**src/rtl/cpu_types_pkg.sv**
```systemverilog
// Shared CPU/memory types: RAM handshake state and the machine word.
package cpu_types_pkg;

    typedef enum logic [1:0] {FREE, BUSY, ACCESS, ERROR} ramstate_t;
    typedef logic [31:0] word_t;

endpackage

```
**src/rtl/mem_arb_pkg.sv**
```systemverilog
// Types and helpers for the round-robin memory arbiter.
package mem_arb_pkg;

    localparam int IDX_W = 8;

    typedef enum logic {IDLE, HOLD} arb_state_t;

    typedef struct packed {
        logic             valid;
        logic             is_data;
        logic [IDX_W-1:0] idx;
    } owner_t;

    function automatic int arb_iw(input int n);
        return (n > 1) ? $clog2(n) : 1;
    endfunction

endpackage

```
**src/rtl/mem_arbiter_rr_picker.sv**
```systemverilog
// Round-robin picker: first set request at or after ptr_i, wrapping around.
module rr_picker #(
    parameter int N  = 2,
    parameter int IW = 1
) (
    input  logic [N-1:0]  req_i,
    input  logic [IW-1:0] ptr_i,
    output logic [IW-1:0] gnt_idx_o,
    output logic          gnt_valid_o
);

    logic [IW-1:0] cand;

    // Scan from the farthest candidate down so the closest one to ptr_i wins.
    always_comb begin
        gnt_valid_o = 1'b0;
        gnt_idx_o   = '0;
        cand        = '0;
        for (int k = N - 1; k >= 0; k--) begin
            cand = IW'((int'(ptr_i) + k) % N);
            if (req_i[cand]) begin
                gnt_valid_o = 1'b1;
                gnt_idx_o   = cand;
            end
        end
    end

endmodule

```
**src/rtl/mem_arbiter_rr.sv**
```systemverilog
// N-CPU instruction/data arbiter onto a single RAM port, per-class round-robin.
// Optional instruction anti-starvation enabled by defining MEM_ARB_ISTARVE_EN.
//
// state | meaning
// IDLE  | no owner; arbitrate and drive RAM from the winner this cycle
// HOLD  | owner registered; only the owner drives RAM until ACCESS or abort
module mem_arbiter_rr
    import cpu_types_pkg::*;
    import mem_arb_pkg::*;
#(
    parameter int CPUS        = 2,
    parameter int AW          = 32,
    parameter int DW          = 32,
    parameter int ISTARVE_MAX = 4
) (
    input  logic                     CLK,
    input  logic                     nRST,
    input  logic [CPUS-1:0]          iREN,
    input  logic [CPUS-1:0][AW-1:0]  iaddr,
    output logic [CPUS-1:0]          iwait,
    output logic [CPUS-1:0][DW-1:0]  iload,
    input  logic [CPUS-1:0]          dREN,
    input  logic [CPUS-1:0]          dWEN,
    input  logic [CPUS-1:0][AW-1:0]  daddr,
    input  logic [CPUS-1:0][DW-1:0]  dstore,
    output logic [CPUS-1:0]          dwait,
    output logic [CPUS-1:0][DW-1:0]  dload,
    input  ramstate_t                ramstate,
    input  logic [DW-1:0]            ramload,
    output logic [AW-1:0]            ramaddr,
    output logic [DW-1:0]            ramstore,
    output logic                     ramREN,
    output logic                     ramWEN
);

    localparam int IW = arb_iw(CPUS);

    arb_state_t    state_q, state_d;
    owner_t        owner_q, owner_d;
    logic [IW-1:0] iptr_q, iptr_d, dptr_q, dptr_d;

    logic [CPUS-1:0] dreq;
    logic [IW-1:0]   igrant_idx, dgrant_idx, sgrant_idx;
    logic            igrant_vld, dgrant_vld, sgrant_vld;
    logic            act_valid, act_data, done;
    logic [IW-1:0]   act_idx;
    logic            unused_idx_bits;

    assign dreq            = dREN | dWEN;
    assign unused_idx_bits = ^owner_q.idx;

    function automatic logic [IW-1:0] next_ptr(input logic [IW-1:0] p);
        return (p == IW'(CPUS - 1)) ? '0 : p + 1'b1;
    endfunction

    rr_picker #(.N(CPUS), .IW(IW)) u_pick_i (
        .req_i(iREN), .ptr_i(iptr_q), .gnt_idx_o(igrant_idx), .gnt_valid_o(igrant_vld)
    );

    rr_picker #(.N(CPUS), .IW(IW)) u_pick_d (
        .req_i(dreq), .ptr_i(dptr_q), .gnt_idx_o(dgrant_idx), .gnt_valid_o(dgrant_vld)
    );

`ifdef MEM_ARB_ISTARVE_EN
    localparam int SW = $clog2(ISTARVE_MAX + 1);

    logic [CPUS-1:0][SW-1:0] scnt_q, scnt_d;
    logic [CPUS-1:0]         starved;

    always_comb begin
        for (int i = 0; i < CPUS; i++) begin
            starved[i] = iREN[i] && (scnt_q[i] >= SW'(ISTARVE_MAX));
        end
    end

    rr_picker #(.N(CPUS), .IW(IW)) u_pick_s (
        .req_i(starved), .ptr_i(iptr_q), .gnt_idx_o(sgrant_idx), .gnt_valid_o(sgrant_vld)
    );

    // A pending instruction request ages once per data completion; saturates at the threshold.
    always_comb begin
        for (int i = 0; i < CPUS; i++) begin
            scnt_d[i] = scnt_q[i];
            if (!iREN[i] || (done && !act_data && act_idx == IW'(i))) begin
                scnt_d[i] = '0;
            end else if (done && act_data && scnt_q[i] < SW'(ISTARVE_MAX)) begin
                scnt_d[i] = scnt_q[i] + 1'b1;
            end
        end
    end

    always_ff @(posedge CLK or negedge nRST) begin
        if (!nRST) scnt_q <= '0;
        else       scnt_q <= scnt_d;
    end
`else
    logic unused_starve_cfg;

    assign sgrant_vld        = 1'b0;
    assign sgrant_idx        = '0;
    assign unused_starve_cfg = (ISTARVE_MAX == 0);
`endif

    always_ff @(posedge CLK or negedge nRST) begin
        if (!nRST) begin
            state_q <= IDLE;
            owner_q <= '0;
            iptr_q  <= '0;
            dptr_q  <= '0;
        end else begin
            state_q <= state_d;
            owner_q <= owner_d;
            iptr_q  <= iptr_d;
            dptr_q  <= dptr_d;
        end
    end

    always_comb begin
        act_valid = 1'b0;
        act_data  = 1'b0;
        act_idx   = '0;
        if (state_q == IDLE) begin
            if (sgrant_vld) begin
                act_valid = 1'b1;
                act_idx   = sgrant_idx;
            end else if (dgrant_vld) begin
                act_valid = 1'b1;
                act_data  = 1'b1;
                act_idx   = dgrant_idx;
            end else if (igrant_vld) begin
                act_valid = 1'b1;
                act_idx   = igrant_idx;
            end
        end else if (owner_q.valid) begin
            // A HOLD owner that has dropped its request is an abort.
            act_data  = owner_q.is_data;
            act_idx   = owner_q.idx[IW-1:0];
            act_valid = owner_q.is_data ? dreq[act_idx] : iREN[act_idx];
        end
        done = act_valid && (ramstate == ACCESS);

        state_d = state_q;
        owner_d = owner_q;
        iptr_d  = iptr_q;
        dptr_d  = dptr_q;
        if (done) begin
            state_d = IDLE;
            owner_d = '0;
            if (act_data) dptr_d = next_ptr(act_idx);
            else          iptr_d = next_ptr(act_idx);
        end else if (act_valid) begin
            state_d = HOLD;
            owner_d = '{valid: 1'b1, is_data: act_data, idx: IDX_W'(act_idx)};
        end else begin
            state_d = IDLE;
            owner_d = '0;
        end
    end

    always_comb begin
        iwait    = '1;
        dwait    = '1;
        iload    = '0;
        dload    = '0;
        ramaddr  = '0;
        ramstore = '0;
        ramREN   = 1'b0;
        ramWEN   = 1'b0;
        if (nRST && act_valid) begin
            if (act_data) begin
                ramaddr = daddr[act_idx];
                if (dWEN[act_idx]) begin
                    ramWEN   = 1'b1;
                    ramstore = dstore[act_idx];
                end else begin
                    ramREN = 1'b1;
                end
                if (done) begin
                    dwait[act_idx] = 1'b0;
                    dload[act_idx] = ramload;
                end
            end else begin
                ramaddr = iaddr[act_idx];
                ramREN  = iREN[act_idx];
                if (done) begin
                    iwait[act_idx] = 1'b0;
                    iload[act_idx] = ramload;
                end
            end
        end
    end

endmodule
```
**config.mk**
```make
export PLATFORM = sky130hd
export DESIGN_NAME = mem_arbiter_rr
export DESIGN_NICKNAME = d
export VERILOG_FILES = /design/src/rtl/cpu_types_pkg.sv /design/src/rtl/mem_arb_pkg.sv /design/src/rtl/mem_arbiter_rr_picker.sv /design/src/rtl/mem_arbiter_rr.sv
export SDC_FILE = /design/constraint.sdc
export NUM_CORES = 1
export LEC_CHECK = 0
export CORE_AREA = 2 2 169 171
export CTS_CLUSTER_SIZE = 12
export DETAILED_ROUTE_END_ITERATION = 10
export DIE_AREA = 0 0 171 173
export GPL_ROUTABILITY_DRIVEN = 0
export SYNTH_ARGS = -nofsm -noshare
export SYNTH_HDL_FRONTEND = slang
export SYNTH_SLANG_ARGS = --single-unit
```
**constraint.sdc**
```tcl
create_clock -name CLK -period 3.15 [get_ports CLK]
set_input_delay 0.7875 -clock CLK [delete_from_list [all_inputs] [get_ports CLK]]
set_output_delay 0.7875 -clock CLK [all_outputs]
set_load 0.05 [all_outputs]
```
# Word level (Yosys, flattened, before mapping)
# Index checks and enable logic that the tools add are counted.
# totals
reg_bits,6
in_bits,234
elab_cells,98
# op_classes
addsub,3
n_lt_le_gt_ge,7
eq_ne,1
n_mux,72
n_bitwise,4
reduce_logical,5
# ops
operator,n
$mux 32,12
$mux 64,5
$and 64x64->64,1
$mux 1,46
$demux 32 s1,1
$mux 10,2
$lt 1x2->1 const B,6
$mux 2,5
$reduce_and 2->1,2
$add 1x1->1 const B,3
$logic_and 1x1->1,3
$eq 2x2->1 const B,1
$not 2->2,1
$or 2x2->2,1
$demux 1 s1,1
$ge 1x1->1 const B,1
$not 1->1,1

# Longest topological paths before layout
# Gate-level depths: netlist of run 1.
# logic_depth
depth_word,16
depth_mapped,9

# Hierarchy
# A second synthesis of run 1 with hierarchy kept.
# hier_totals
cells_unflattened,545
area_unflattened_um2,3176.8
# modules_own_cells
module,instances,cells_per_inst,area_each_um2,seq_area_each_um2
mem_arbiter_rr,1,539,3141.8,125.1
rr_picker,2,3,17.5,0.0

# Least setup slack after synthesis of run 1
# Ideal clock, no wire load.
# synth_timing
kind,input-to-output
startpoint,input dWEN[0]
endpoint,output ramaddr[24]
arrival_time_ps,3403
required_time_ps,2362
slack_ps,-1040
stages,8
n_path_buf,3
cell_sequence,buf_2 > or2_1 > or4_1 > nand2_1 > buf_2 > buf_2 > a21oi_1 > a221oi_1
# synth_via
elab_chain_len,11
word_cells_on_any_way,26
# synth_lines
element,line_no,source
from (decl),mem_arbiter_rr.sv:23,"input logic [CPUS-1:0] dWEN,"
$or 2x2->2 (*),mem_arbiter_rr.sv:49,assign dreq = dREN | dWEN;
$mux 1 (implied by the code) (2 in series),mem_arbiter_rr_picker.sv:21,if (req_i[cand]) begin
$mux 1 (2 in series),mem_arbiter_rr_picker.sv:21,
$mux 1,mem_arbiter_rr.sv:126,end else if (dgrant_vld) begin
$mux 1,mem_arbiter_rr.sv:122,if (state_q == IDLE) begin
$mux 32 (on tied branches) (2 in series),"mem_arbiter_rr.sv:183, mem_arbiter_rr.sv:171",
$mux 32,mem_arbiter_rr.sv:170,if (act_data) begin
$mux 32 (*),mem_arbiter_rr.sv:169,if (nRST && act_valid) begin
to (decl),mem_arbiter_rr.sv:30,"output logic [AW-1:0] ramaddr,"
# Mark *: on every way between the ends. The rest lies on a longest branch, timed or not. The select of a mux whose other input is x is not followed.

==> results of run 1 <==
==> Yosys cell counts (all sizes together) <==
cell | n | area [um^2]
a21oi | 65 | 438
and2 | 1 | 6.26
or4 | 5 | 41.3
inv | 1 | 3.75
a211oi | 1 | 7.51
clkbuf | 23 | 86.3
nand2b | 3 | 18.8
nand2 | 97 | 364
o31ai | 1 | 21.3
or2 | 1 | 6.26
nor4 | 2 | 12.5
o21a | 3 | 22.5
o21ai | 1 | 5.00
or3 | 3 | 18.8
nor2 | 132 | 500
nor3 | 5 | 25.0
o31a | 1 | 8.76
nor2b | 3 | 18.8
buf | 35 | 268
mux2i | 32 | 320
dfrtp | 5 | 125
nand3 | 36 | 180
a221oi | 32 | 280
nor3b | 1 | 7.51
a21o | 1 | 7.51
o221ai | 1 | 8.76
o211a | 1 | 10.0
or4b | 1 | 10.0
==> logic make-up (layout without fill, tap and decap cells) <==
logic type,count (synthesis),in the layout
multiplexers,32,32
flip-flops,5,5
buffers and inverters,59,578
AO/OA/AOI/OAI,107,107
AND/OR/NAND/NOR,290,291
other,0,2
==> metal layers <==
metal / track usage, % / part of all wire (%) / vias to the layer above
li1: - / - / 2768
met3: 3.46 / 7.4 / 24
met5: 0 / 0 / -
met1: 18.3 / 36 / 2756
met2: 32.2 / 54 / 283
met4: 3.00 / 1.9 / 0
==> worst paths after layout <==
kind	from	end	slack [ns]
worst max-delay path	dREN[0]	iload[50]	-0.54
worst min register to register	iptr_q$_DFFE_PN0P_	iptr_q$_DFFE_PN0P_	0.53
min in group asynchronous	nRST	dptr_q$_DFFE_PN0P_	0.68
worst min-delay path	iptr_q$_DFFE_PN0P_	iptr_q$_DFFE_PN0P_	0.53
worst max register to register	owner_q[0]$_DFF_PN0_	dptr_q$_DFFE_PN0P_	0.65
max in group asynchronous	nRST	owner_q[8]$_DFF_PN0_	2.12
==> repair_timing <==
| item | 4_1_cts | 5_1_grt |
|---|---|---|
| gates resized for setup | 191 | 84 |
| pin swaps | 44 | 46 |
| cloned | 19 | 6 |
| setup buffers | 28 | 18 |
| endpoints found under the setup margin | 198 | 198 |
==> through the flow <==
stage	setup WS, ns	cells	area (um^2)	utilization, %	setup TNS [ns]
floorplan	-0.425	493	4890	-	-66.42
detailed placement	-0.888	1322	11000	39.7	-157.37
global route	-0.575	1392	13000	47.1	-92.85
finish	-0.537	1393	13000	47.1	-81.40
CTS	-0.556	1373	12500	45.1	-84.50
global placement	-0.837	1322	11000	39.7	-149.34
==> critical path: stages <==
cell and delay (ns):
buf_6 0.09, or2_4 0.25, or4_4 0.43, and2_4 0.19
or4_4 0.64, buf_16 0.22, nor2_4 0.12, buf_8 0.16
==> registers in the layout, summed over array words and instances, names as in the netlist <==
signal / cells
dptr_q: 1
owner_q: 3
iptr_q: 1
==> where the power goes <==
part / internal, mW / total [mW] / switching, mW
logic: 4.22 / 8.90 / 4.68
clock network: 0.168 / 0.212 / 0.0438
registers: 0.0940 / 0.138 / 0.0438
==> area by class of cell <==
| type | instances | area share (%) |
|---|---|---|
| timing repair buffer | 573 | 59.6 |
| multi-input combinational | 430 | 35.2 |
| tap | 378 | 3.64 |
| sequential | 5 | 0.962 |
| clock buffer | 4 | 0.606 |
| antenna | 2 | 0.0385 |
| inverter | 1 | 0.0289 |
==> flow_summary_export.csv, run 1 <==
group,metric,value,unit
power_and_ir_drop,leakagePower,4.64,nW
grt,grt_remaining_overflow,0,
detailed_routing,ant_nets,0,
clock_tree,ctsHtreeMaxLevel,1,
synth,synth-seq-cells,5,
grt,grt_max_degree,42,
power_and_ir_drop,peakVddDrop,0.480,mV
die,initial_core_util,10.2,%
detailed_routing,detail_route.wl_per_cell,18.8,um
clock_tree,clock_path_buffers,2,
die,chipHeight,173,um
clock_tree,cts_buffers,3,
sta,slew_headroom,64.6,%
synth,synth_compound_area_share,28.7,%
finish,nFillCells,2473,
synth,syn_nets,727,
synth,synth_top_family_by_area,"simple AND/OR/NAND/NOR gates",
grt,grt_pass1_vias,6087,
clock_tree,clk_latency,0.23,ns
detailed_routing,drt_iter0_markers,133,
synth,synthSimpleGateAreaFrac,42.9,%
sta,fmax,0.271,GHz
sta,setup_ws,-0.537,ns
clock_tree,cts_sinks,5,
critical_path,reg2reg_depth,7,
sta,finalCritPeriodShare,117,%
clock_tree,cts_tree,"yes",
sta,hold_viol_final,0,
detailed_routing,vias,5831,
sta,whs,0.534,ns
die,rows,61,
grt,track_usage,16.6,%
clock_tree,cts_root_buf,"clkbuf_16",
outcome,violations,"negative setup slack",
sta,max_slew.worst_pin.slew,0.531,ns
finish,final_common_cell,"clkdlybuf4s50_1",
detailed_routing,vias_per_cell,4.19,
synth,ys_warn_count,0,
finish,multi_input_area,4580,um^2
detailed_routing,dr.pass1.iters,4,
finish,most-common-layout-cells,"clkdlybuf4s50_1, buf_12, nor2_4",
finish,fin_nets,1248,
synth,synth_cell_types,33,
flow_run,drv_cap,0,
die,die_area,29600,um^2
power_and_ir_drop,power.density,711,nW/um^2
clock_tree,clk_pin_slew,0.03,ns
synth,postSynthCellCount,493,
die,core_area,27600,um^2
critical_path,worstPathRequired,2.36,ns
finish,layout-drive-gt1-share,60.9,%
finish,syn_to_final_growth,361,%
critical_path,worstSetupStartpointType,"primary input",
synth,avgSynthCellArea,5.73,um^2
die,ios,432,
synth,synth.area.mux_share,11.3,%
synth,synth_fa_ha_area_share,0,%
critical_path,cp.arrival,2.90,ns
synth,synthXorXnorAreaFrac,0,%
sta,finalSetupViolCount,198,
placement,dp_hpwl,18500,um
die,die_w,171,um
worst_hold_path,holdCritPathClass,"reg2reg",
sta,min_period,3.69,ns
synth,synth_area,2820,um^2
finish,seqCellArea,125,um^2
critical_path,cp_max_fo,7,
sta,rsz0062_at_grt,"true",
critical_path,end_kind,"output pin",
detailed_routing,drcViolationCount,0,
detailed_routing,wl,26100,um
worst_hold_path,min_path_cells,1,
grt,antenna_found_initial,1,
synth,yosysSeqAreaShare,4.43,%
power_and_ir_drop,p_total,9.25,mW
sta,report.final.slew_viol_count,0,
grt,grt_pass1_wl,37600,um
sta,fin_worst_skew,0.00176,ns
outcome,status,"complete, but fails checks",
critical_path,path_class,"in2out",
placement,io_buffers,431,
clock_tree,hold_buffers,0,
Note: power is estimated with default switching activity, not from simulation.
==> run 2: changes to the inputs <==
Settings changed: CTS_CLUSTER_DIAMETER set to 50.
==> results of run 2 <==
No change in the layout: final DEF, timing and power equal those of run 1.
